**config.mk**
```make
export PLATFORM = sky130hd
export DESIGN_NAME = ram_be_pipe
export DESIGN_NICKNAME = d
export VERILOG_FILES = /design/src/rtl/ram_pkg.sv /design/src/rtl/ram_rd_pipe.sv /design/src/rtl/ram_be_pipe.sv
export SDC_FILE = /design/constraint.sdc
export NUM_CORES = 1
export LEC_CHECK = 0
export CAP_MARGIN = 20
export CORE_MARGIN = 1
export CORE_UTILIZATION = 45
export DETAILED_ROUTE_END_ITERATION = 7
export PLACE_DENSITY = 0.74
export SLEW_MARGIN = 20
export SYNTH_ARGS = -nofsm -noshare
export SYNTH_HDL_FRONTEND = slang
export SYNTH_SLANG_ARGS = --single-unit
```
**constraint.sdc**
```tcl
create_clock -name clk -period 2 [get_ports clk]
set_input_delay 0.3 -clock clk [delete_from_list [all_inputs] [get_ports clk]]
set_output_delay 0.3 -clock clk [all_outputs]
set_load 0.02 [all_outputs]
```
**src/rtl/ram_pkg.sv**
```systemverilog
// Shared defaults and FSM state type for the byte-enable RAM with read pipeline.
package ram_pkg;

    localparam int unsigned DEF_ADDR_WIDTH = 4;
    localparam int unsigned DEF_DATA_WIDTH = 32;
    localparam int unsigned DEF_RD_LATENCY = 1;
    localparam int unsigned CLK_PERIOD     = 10;

    typedef enum logic {
        StInit,
        StRun
    } state_e;

endpackage

```
**src/rtl/ram_rd_pipe.sv**
```systemverilog
// Fixed-latency read response pipeline: valid and data shift together, data holds when idle.
module ram_rd_pipe #(
    parameter int unsigned DATA_WIDTH = 32,
    parameter int unsigned RD_LATENCY = 1
) (
    input  logic                  clk,
    input  logic                  rst_n,
    input  logic                  in_valid,
    input  logic [DATA_WIDTH-1:0] in_data,
    output logic                  out_valid,
    output logic [DATA_WIDTH-1:0] out_data
);

    logic [RD_LATENCY-1:0] vld_q;
    logic [DATA_WIDTH-1:0] data_q [RD_LATENCY];

    // Data stages load only behind a valid bit so the output keeps the last response.
    always_ff @(posedge clk or negedge rst_n) begin
        if (!rst_n) begin
            vld_q <= '0;
            for (int i = 0; i < RD_LATENCY; i++) begin
                data_q[i] <= '0;
            end
        end else begin
            vld_q[0] <= in_valid;
            if (in_valid) begin
                data_q[0] <= in_data;
            end
            for (int i = 1; i < RD_LATENCY; i++) begin
                vld_q[i] <= vld_q[i-1];
                if (vld_q[i-1]) begin
                    data_q[i] <= data_q[i-1];
                end
            end
        end
    end

    assign out_valid = vld_q[RD_LATENCY-1];
    assign out_data  = data_q[RD_LATENCY-1];

endmodule

```
**src/rtl/ram_be_pipe.sv**
```systemverilog
// Single-port byte-enable RAM that zero-fills itself after reset or clr, with a
// RD_LATENCY-cycle read response path.
module ram_be_pipe
    import ram_pkg::*;
#(
    parameter int unsigned ADDR_WIDTH = DEF_ADDR_WIDTH,
    parameter int unsigned DATA_WIDTH = DEF_DATA_WIDTH,
    parameter int unsigned RD_LATENCY = DEF_RD_LATENCY
) (
    input  logic                    clk,
    input  logic                    rst_n,
    input  logic                    req_valid,
    output logic                    req_ready,
    input  logic                    req_write,
    input  logic [ADDR_WIDTH-1:0]   req_addr,
    input  logic [DATA_WIDTH-1:0]   req_wdata,
    input  logic [DATA_WIDTH/8-1:0] req_be,
    output logic                    rsp_valid,
    output logic [DATA_WIDTH-1:0]   rsp_rdata,
    input  logic                    clr,
    output logic                    init_busy
);

    localparam int unsigned DEPTH    = 2 ** ADDR_WIDTH;
    localparam int unsigned BE_WIDTH = DATA_WIDTH / 8;
    localparam logic [ADDR_WIDTH-1:0] CNT_LAST = ADDR_WIDTH'(DEPTH - 1);

    state_e                state_q;
    logic [ADDR_WIDTH-1:0] cnt_q;

    logic                  accept;
    logic                  wr_en;
    logic [ADDR_WIDTH-1:0] wr_addr;
    logic [DATA_WIDTH-1:0] wr_data;
    logic [BE_WIDTH-1:0]   wr_be;
    logic                  rd_en;
    logic [DATA_WIDTH-1:0] rd_word;

    logic [DATA_WIDTH-1:0] mem [DEPTH];

    always_ff @(posedge clk or negedge rst_n) begin
        if (!rst_n) begin
            state_q <= StInit;
            cnt_q   <= '0;
        end else begin
            case (state_q)
                StInit: begin
                    if (clr) begin
                        cnt_q <= '0;
                    end else begin
                        cnt_q <= cnt_q + 1'b1;
                        if (cnt_q == CNT_LAST) begin
                            state_q <= StRun;
                        end
                    end
                end
                StRun: begin
                    if (clr) begin
                        state_q <= StInit;
                        cnt_q   <= '0;
                    end
                end
                default: begin
                    state_q <= StInit;
                    cnt_q   <= '0;
                end
            endcase
        end
    end

    assign req_ready = (state_q == StRun) && !clr;
    assign init_busy = (state_q == StInit);
    assign accept    = req_valid && req_ready;

    // The clear sequence and user writes share the one write port.
    always_comb begin
        if (state_q == StInit) begin
            wr_en   = 1'b1;
            wr_addr = cnt_q;
            wr_data = '0;
            wr_be   = '1;
        end else begin
            wr_en   = accept && req_write;
            wr_addr = req_addr;
            wr_data = req_wdata;
            wr_be   = req_be;
        end
    end

    always_ff @(posedge clk) begin
        if (wr_en) begin
            for (int i = 0; i < BE_WIDTH; i++) begin
                if (wr_be[i]) begin
                    mem[wr_addr][8*i +: 8] <= wr_data[8*i +: 8];
                end
            end
        end
    end

    assign rd_en   = accept && !req_write;
    assign rd_word = mem[req_addr];

    ram_rd_pipe #(
        .DATA_WIDTH (DATA_WIDTH),
        .RD_LATENCY (RD_LATENCY)
    ) u_rd_pipe (
        .clk       (clk),
        .rst_n     (rst_n),
        .in_valid  (rd_en),
        .in_data   (rd_word),
        .out_valid (rsp_valid),
        .out_data  (rsp_rdata)
    );

endmodule

```
==> results of run 1 <==
registers in the layout (all words and copies together), names as in the netlist:
signal and count:
u_rd_pipe.out_data 32, cnt_q 4, state_q 1, mem 512
u_rd_pipe.out_valid 1
worst max-delay path, cell delays in order, from the launching register on:
cell and delay, ns:
sky130_fd_sc_hd__dfrtp_2 0.43, sky130_fd_sc_hd__buf_6 0.16, sky130_fd_sc_hd__buf_4 0.16, sky130_fd_sc_hd__nand2b_4 0.15
sky130_fd_sc_hd__o32ai_4 0.19, sky130_fd_sc_hd__nand2_1 0.12, sky130_fd_sc_hd__buf_4 0.17, sky130_fd_sc_hd__nor2_1 0.09
sky130_fd_sc_hd__buf_4 0.20
routing by layer:
metal  global-route usage  share of wire
met1               0.2657           0.41
met2               0.3179           0.50
met3              0.03877          0.079
met4              0.05166          0.017
met5                    0        0.00066
worst max path at each step:
stage	slack, ns	to	cells after the start	startpoint
6_report	0.03	mem[5][18]	8	state_q
3_5_place_dp	-0.20	mem[12][16]	6	req_addr[1]
2_1_floorplan	-0.12	mem[5][24]	7	req_addr[2]
3_3_place_gp	-0.16	mem[12][16]	6	req_addr[1]
5_1_grt	-0.04	mem[14][12]	7	state_q
4_1_cts	-0.03	req_ready	4	state_q
kinds of logic after synthesis:
kind of cell               synth area share
AOI/OAI and AO/OA                   0.02572
xor gates and xnor gates          0.0008092
adders and majority gates         0.0005778
buffers and inverters               0.01566
DFF                                  0.7540
muxes                                0.1731
and+or+nand+nor                     0.03016
cell usage in the layout, fill, tap and decap left out, types with 2 or more instances in the layout:
| cell type | count |
|---|---|
| sky130_fd_sc_hd__edfxtp_1 | 512 |
| sky130_fd_sc_hd__nand2_2 | 12 |
| sky130_fd_sc_hd__clkbuf_8 | 5 |
| sky130_fd_sc_hd__and2_1 | 32 |
| sky130_fd_sc_hd__buf_4 | 80 |
| sky130_fd_sc_hd__buf_6 | 23 |
| sky130_fd_sc_hd__bufinv_16 | 4 |
| sky130_fd_sc_hd__nand3_1 | 5 |
| sky130_fd_sc_hd__clkinv_1 | 8 |
| sky130_fd_sc_hd__inv_1 | 2 |
| sky130_fd_sc_hd__mux4_1 | 54 |
| sky130_fd_sc_hd__nor2_4 | 13 |
| sky130_fd_sc_hd__buf_12 | 30 |
| sky130_fd_sc_hd__a22oi_1 | 22 |
| sky130_fd_sc_hd__nand2_1 | 9 |
| sky130_fd_sc_hd__inv_6 | 2 |
| sky130_fd_sc_hd__mux2_2 | 31 |
| sky130_fd_sc_hd__clkbuf_16 | 55 |
| sky130_fd_sc_hd__mux4_2 | 71 |
| sky130_fd_sc_hd__nor2b_1 | 2 |
| sky130_fd_sc_hd__clkbuf_1 | 9 |
| sky130_fd_sc_hd__nor2_2 | 12 |
| sky130_fd_sc_hd__clkinv_2 | 12 |
| sky130_fd_sc_hd__a21oi_1 | 6 |
| sky130_fd_sc_hd__clkdlybuf4s50_1 | 72 |
| sky130_fd_sc_hd__nor2_1 | 49 |
| sky130_fd_sc_hd__clkinvlp_4 | 3 |
| sky130_fd_sc_hd__o21ai_1 | 30 |
| sky130_fd_sc_hd__a22oi_2 | 10 |
| sky130_fd_sc_hd__mux2i_1 | 38 |
| sky130_fd_sc_hd__o21ai_2 | 2 |
| sky130_fd_sc_hd__dfrtp_1 | 37 |
metrics by stage:
step	utilization	cells	setup WS [ns]	total power [mW]	cell area (sq um)
floorplan	-	1032	-0.1200	13.82	21710
global placement	0.5095	1792	-0.1568	14.42	24270
detailed placement	0.5095	1792	-0.1961	14.47	24270
CTS	0.5486	1897	-0.02666	24.33	26140
global route	0.5518	1897	-0.04413	24.87	26290
finish	0.5518	1897	0.03018	24.17	26290
power by group through the flow:
| stage | logic [mW] | clock network [mW] | registers [mW] |
|---|---|---|---|
| after global placement | 1.39 | 0 | 13.0 |
| after global routing | 1.55 | 10.5 | 12.8 |
| after floorplan | 0.764 | 0 | 13.1 |
| final | 1.46 | 9.90 | 12.8 |
| after detailed placement | 1.41 | 0 | 13.1 |
| after CTS | 1.44 | 10.1 | 12.8 |
cell type report:
cell class              instances  area, sq um
inverters                       4        17.52
clock buffers                  69         1479
fillers                      3534        21350
repair buffers                210         2220
flip-flops and latches        550        16330
multi-input cells             419         5221
clock inverters                30        259.0
well taps                     615        769.5
what timing repair did:
action | in CTS | in global routing
hold buffers | 1 | 0
resized for setup | 23 | 48
buffers inserted | 5 | 0
gates cloned | 0 | 0
endpoints found under the setup margin | 178 | 506
endpoints found under the hold margin | 26 | 0
pin swaps | 3 | 3
==> flow_results.org, run 1 <==
** Placement
- HPWL reported at the end of detailed placement :: 29850 um
- At the end of routability-driven placement, the weighted congestion stood at 0.8718.
- Port buffering added 79 buffers.

** Timing
- Final slew viol count :: 0
- Slew at the pin with the worst max-slew slack :: 0.9177 ns
- Sum of negative setup slack :: 0 ns
- Worst slew margin relative to its limit :: 0.3882
- The smallest clock period supported by the final layout is computed as 1.970 ns.
- Setup violations remaining at the end of the flow were counted as 0.
- The count of endpoints failing hold in the final timing report came to 0.
- Final period util :: 0.9849
- Worst Skew :: 0.02530 ns
- Hold is met by 0.2934 ns.
- Max Fclk :: 507.7 MHz

** Run status
- The run finished with clean final reports.

** Pwr
- Of the total power, the share spent switching nets is 0.2054.
- Cell internal power was estimated by the tool at 19.21 mW.
- Dividing total power by cell area gives a power density of 919.3 nW/um^2.
- Proportion of power drawn by flip-flops and latches :: 0.530
- Worst vdd rail ir drop :: 0.0006759 V
- In this run the static leakage power is 8.977 nW.
- For this design the total switching power over the nets is 4.965 mW.
- Of the total power, combinational logic draws 0.060.
- Of the total power, the clock network draws 0.410.

** Global route
- Entering global routing, the biggest net connects 44 pins.
- For this run, the total global-route usage over all layers was measured as 0.1936.
- The first global-routing pass estimated 70100 um of wire.
- Antenna violations before repair :: 2
- Total grt overflow :: 0
- The number of global-route vias before repair is 11160.

** Floorplanning
- Die boundary width :: 221.4 um
- The initialized floorplan defines 80 standard-cell rows.
- Core box area :: 47650 sq um
- The floorplan step defined a die boundary enclosing 49000 sq um.
- During I/O placement, the number of pins put on the boundary was 80.
- For this configuration, the core starts out at a cell density of 0.4544.
- Die outline height :: 221.4 um

** Worst setup path
- At the worst endpoint, the arrival time is 2.27 ns.
- Setup slack of the worst register-to-register path :: 0.03 ns
- Reg-to-Reg Start :: state_q
- Critical path type :: flip-flop to flip-flop
- For the worst flop-to-flop path, the logic depth is 8.
- Kind of end point of the critical path :: flip-flop
- The endpoint identified for the worst register-to-register timing path is mem[5][18].
- In this run the worst path has a maximum fanout of 13.
- Startpoint types :: flip-flop
- For the worst setup path, the data required time is 2.30 ns.

** Worst hold path
- Hold_sp :: req_addr[0]
- Along the worst hold path, the cell count comes to 4.
- Class of the tightest hold or removal check :: primary input to flip-flop
- Worst Hold Path EP :: u_rd_pipe.out_data[22]

** Detailed routing
- Via density per instance :: 5.727
- Once detail routing completed, the nets flagged for antenna violations numbered 0.
- After detailed routing, the average wire length per cell comes to 24.74 um.
- Number of DRC markers after the initial detailed-route iteration :: 1077
- In the routed design, unresolved DRC markers number 0.
- Detailed routing inserted a total of 10870 vias.
- After detailed routing, the total wire length is 46930 um.
- Number of iterations in the first detailed-routing pass :: 5

** Yosys
- In this run the mean area of a mapped cell was 20.98 sq um.
- Total standard cell area after synthesis :: 21650 sq um
- Total number of yosys warnings :: 0
- Number of synthesized flops with an enable pin :: 512
- Synth top cells by count :: sky130_fd_sc_hd__edfxtp_1 (512), sky130_fd_sc_hd__nor2_1 (74), sky130_fd_sc_hd__mux4_2 (71), sky130_fd_sc_hd__mux4_1 (54)
- Cell variety after synth :: 35
- Total of flip-flops plus latches after synthesis :: 550
- Primary flip-flop cell chosen by synthesis mapping :: sky130_fd_sc_hd__edfxtp_1
- The most common cell in the synthesized netlist is sky130_fd_sc_hd__edfxtp_1.
- Yosys attributes the largest share of cell area to sky130_fd_sc_hd__edfxtp_1 (71%), sky130_fd_sc_hd__mux4_2 (7.4%), sky130_fd_sc_hd__mux4_1 (6.6%), sky130_fd_sc_hd__dfrtp_1 (4.4%), sky130_fd_sc_hd__mux2i_1 (1.8%).
- Yosys top cell by area :: sky130_fd_sc_hd__edfxtp_1
- Sequential cell area fraction in the yosys report :: 0.7540
- Gate count of the mapped netlist :: 1032
- The number of nets handed over by synthesis was 1078.
- In the synthesized netlist the async set-or-reset flop fraction comes to 0.06909.
- Of the post-synthesis cell area, the dominant cell type holds 0.7101.

** Clock network
- Reg clk slew, reported paths :: 0.06 ns
- H-tree depth :: 2
- Number of sinks on the clock net :: 550
- Counting along the longest clock path gives a buffer depth of 3.
- Clock tree from TritonCTS :: done
- At the later pin of the worst-skew pair, clock insertion delay measures 0.60 ns.
- Clock root buffer :: sky130_fd_sc_hd__clkbuf_16
- Total CTS buffers :: 53

** Cells and area
- The repair_antennas step left the layout with diodes totalling 0.
- In the final layout, the share of cells above drive strength 1 is 0.2972.
- At the end of the flow, the number of nets in the layout was 1284.
- Signed area change from the synthesized netlist to the final layout :: 21.43%

** Flow run
- Count of max-cap constraint violations :: 0
Power figures use the tool's default switching activity.
==> run 2: changes to the inputs <==
--- a/config.mk
+++ b/config.mk
@@ -9,6 +9,7 @@
 export CORE_MARGIN = 1
 export CORE_UTILIZATION = 45
 export DETAILED_ROUTE_END_ITERATION = 7
+export GPL_TIMING_DRIVEN = 0
 export PLACE_DENSITY = 0.74
 export SLEW_MARGIN = 20
 export SYNTH_ARGS = -nofsm -noshare
==> run 2 against run 1 <==
The flow now finishes with violations (negative setup slack). Cell area rose by 4.2%. Register-to-register slack worse by 0.13 ns. Cell count increased by 1.8%. Combinational power increased by 19%. Via count is 9.2% higher. Hold slack got worse by 0.053 ns. Utilization increased by 2.3 points. Largest cell class unchanged.
==> flow_results.org, run 2 (same netlist as run 1, synthesis figures left out) <==
** Run status
- The run finished, with violations left.
- Violated checks :: negative setup slack

** Clock network
- Maximum buffer depth of the clock tree :: 3 (unchanged)
- Clock tree from TritonCTS :: done
- The H-tree depth reported by CTS was 2 (unchanged).
- The tree is rooted in a sky130_fd_sc_hd__clkbuf_16.
- The TritonCTS buffer count was 52 (-1.9%).
- The clock latency at the later pin of the worst-skew pair came to 0.58 ns (-0.02 ns).
- Reg clk slew, reported paths :: 0.08 ns (+0.02 ns)
- Number of sinks on the clock net :: 550 (unchanged)

** Worst hold path
- Class of the tightest hold or removal check :: primary input to flip-flop
- Hold_sp :: clr
- The worst hold path terminates at cnt_q[1].
- The number of cells on the worst hold path came to 2 (-2).

** Detailed routing
- The detailed-route wire length came to 59520 um (+27%).
- The first-iteration detailed-routing DRC count is 1527 (+42%).
- The detail-routed net length per standard cell came to 30.81 um (+25%).
- Via count :: 11870 (+9.2%)
- The total DRC errors in the routed layout is 0 (unchanged).
- The count of antenna-violating nets left after detailed routing is 0 (unchanged).
- Number of iterations in the first detailed-routing pass :: 5 (unchanged)
- Via density per instance :: 6.143 (+7.3%)

** Pwr
- P_leak :: 9.249 nW (+3.0%)
- Total power density per cell area :: 863.1 nW/um^2 (-6.1%)
- Worst vdd rail ir drop :: 0.0006882 V (+1.8%)
- Overall power :: 23.64 mW (-2.2%)

** Worst setup path
- The internal reg-to-reg setup slack came to -0.10 ns (-0.13 ns).
- Number of cells on the worst reg-to-reg path :: 9 (+1)
- The required time of the worst setup path was 2.29 ns (about the same).
- STA classifies the critical path endpoint as a flip-flop.
- Reg-to-reg endpoint :: mem[4][16]
- Endpoint arrival time on the critical path :: 2.39 ns (+0.12 ns)
- Crit Path Max Fanout :: 8 (-5)
- Critical path type :: flip-flop to flip-flop
- Reg-to-Reg Start :: state_q
- Startpoint types :: flip-flop

** Cells and area
- Fin area :: 27390 sq um (+4.2%)
- Commonest non-fill, non-tap cell in the layout :: sky130_fd_sc_hd__edfxtp_1
- Flip-flop count of the largest register, all copies and words added :: 512 (unchanged)
- In the layout the commonest cells are sky130_fd_sc_hd__edfxtp_1 (512), sky130_fd_sc_hd__clkdlybuf4s50_1 (72), sky130_fd_sc_hd__mux4_2 (71), sky130_fd_sc_hd__buf_12 (66), sky130_fd_sc_hd__nor2_4 (65).
- Share of layout cells above drive strength 1 :: 0.3622 (+0.06499)
- Post-Route Utilization :: 0.5749 (+0.02311)
- More flip-flops sit in one register than any other, and that register is mem.
- Count of inserted antenna diode cells :: 0 (unchanged)
- The post-layout net count is 1324 (+3.1%).
- From synthesis to final layout, the design area changed by 26.52%.

** Flow run
- The number of max-capacitance violations reported is 0 (unchanged).

** Placement
- Routability Congestion :: 0.8766 (+0.55%)
- The area after detailed placement came to 23230 sq um (-4.3%).
- The post-detailed-placement half-perimeter wirelength came to 31160 um (+4.4%).
- Number of port buffers :: 75 (-5.1%)

** Timing
- Setup repair after global routing could not meet its margin everywhere.
- The count of endpoints failing hold in the final timing report is 0 (unchanged).
- Final setup slack of the worst path :: -0.1039 ns (-0.1341 ns)
- Worst Skew :: 0.01837 ns (-0.006933 ns)
- The final cycle utilization of the critical path was 1.052 (+0.06705).
- The tightest slew margin relative to the limit came to 0.3165 (-0.07170).
- Max Fclk :: 475.3 MHz (-6.4%)
- Slew at the pin with the worst max-slew slack :: 1.025 ns (+0.1076 ns)
- The number of setup violations in the final report is 395 (+395).
- Final slew viol count :: 0 (unchanged)
- Minimum clock period after layout :: 2.104 ns (+0.1341 ns)

** Floorplanning
- The number of rows in the core area came to 80 (unchanged).
- The starting utilization of the core area came to 0.4544 (unchanged).
- Total I/O pin count :: 80 (unchanged)
- The die boundary height came to 221.4 um (unchanged).
- Core box area :: 47650 sq um (unchanged)
- The die outline area came to 49000 sq um (unchanged).
- Die boundary width :: 221.4 um (unchanged)

** Global route
- The number of global-route vias before repair is 12130 (+8.7%).
- GRT Total Usage :: 0.2317 (+0.03807)
- The number of antenna violations at the first check in global routing came to 0 (-2).
- Largest net degree at the start of global routing :: 39 (-11%)
- Global-route wire length before repair :: 81160 um (+16%)
- Total grt overflow :: 0 (unchanged)
## run 2: how the worst max path moves through the flow
stage,startpoint,to,slack [ns],depth (start not counted)
after global placement,req_write,mem[11][3],-1.19,6
after global routing,state_q,mem[12][18],-0.1,9
after floorplan,req_addr[2],mem[5][24],-0.12,7
after detailed placement,req_write,mem[11][7],-1.34,6
final,state_q,mem[4][16],-0.10,9
after CTS,state_q,mem[12][0],-0.08,7
## run 2: area by class of cell
cell class,count,area [sq um]
clock inverter,24,116.4
multi-input combinational,419,5832
tap,615,769.5
fill,3326,20250
clock buffer,69,1396
buffer,58,406.6
timing repair buffer,193,2531
sequential,550,16330
inverter,4,15.01
## run 2: stage by stage
step,hold slack (ns),worst slack (ns),setup TNS (ns),instances
after global routing,0.2389,-0.09889,-17.81,1932
after detailed placement,0.3708,-1.337,-790.52,1722
after global placement,0.5133,-1.187,-752.74,1722
after floorplan,0.004409,-0.1200,-46.28,1032
final,0.2405,-0.1039,-13.36,1932
after CTS,0.1723,-0.07822,-4.483,1906
## run 2: where the power goes
| part | internal, mW | switching (mW) | total, mW |
|---|---|---|---|
| Clock | 4.89 | 4.18 | 9.07 |
| Combinational | 0.864 | 0.880 | 1.74 |
| Sequential | 12.7 | 0.109 | 12.8 |
| Total | 18.5 | 5.17 | 23.6 |
## run 2: timing repair
item | 4_1_cts | 5_1_grt
gates cloned | 0 | 1
hold buffers | 1 | 0
endpoints found under the hold margin | 38 | 0
resized for setup | 190 | 76
buffers inserted | 90 | 26
endpoints found under the setup margin | 1057 | 843
pin swaps | 66 | 52
## run 2: routing by layer
layer | share of wire | vias to the layer above | GRT usage
met4 | 0.050 | 0 | 0.1058
met3 | 0.095 | 216 | 0.05391
met2 | 0.49 | 787 | 0.3710
met1 | 0.37 | 6110 | 0.3031
li1 | - | 4755 | -
met5 | 0 | - | 0
## run 2: critical path, stage by stage, from the launching register on
cell and delay (ns):
sky130_fd_sc_hd__dfrtp_2 0.42, sky130_fd_sc_hd__inv_2 0.07, sky130_fd_sc_hd__clkbuf_16 0.17, sky130_fd_sc_hd__buf_8 0.14
sky130_fd_sc_hd__o32ai_4 0.29, sky130_fd_sc_hd__buf_12 0.19, sky130_fd_sc_hd__buf_12 0.11, sky130_fd_sc_hd__nand2_8 0.09
sky130_fd_sc_hd__nor2_4 0.14, sky130_fd_sc_hd__buf_12 0.15
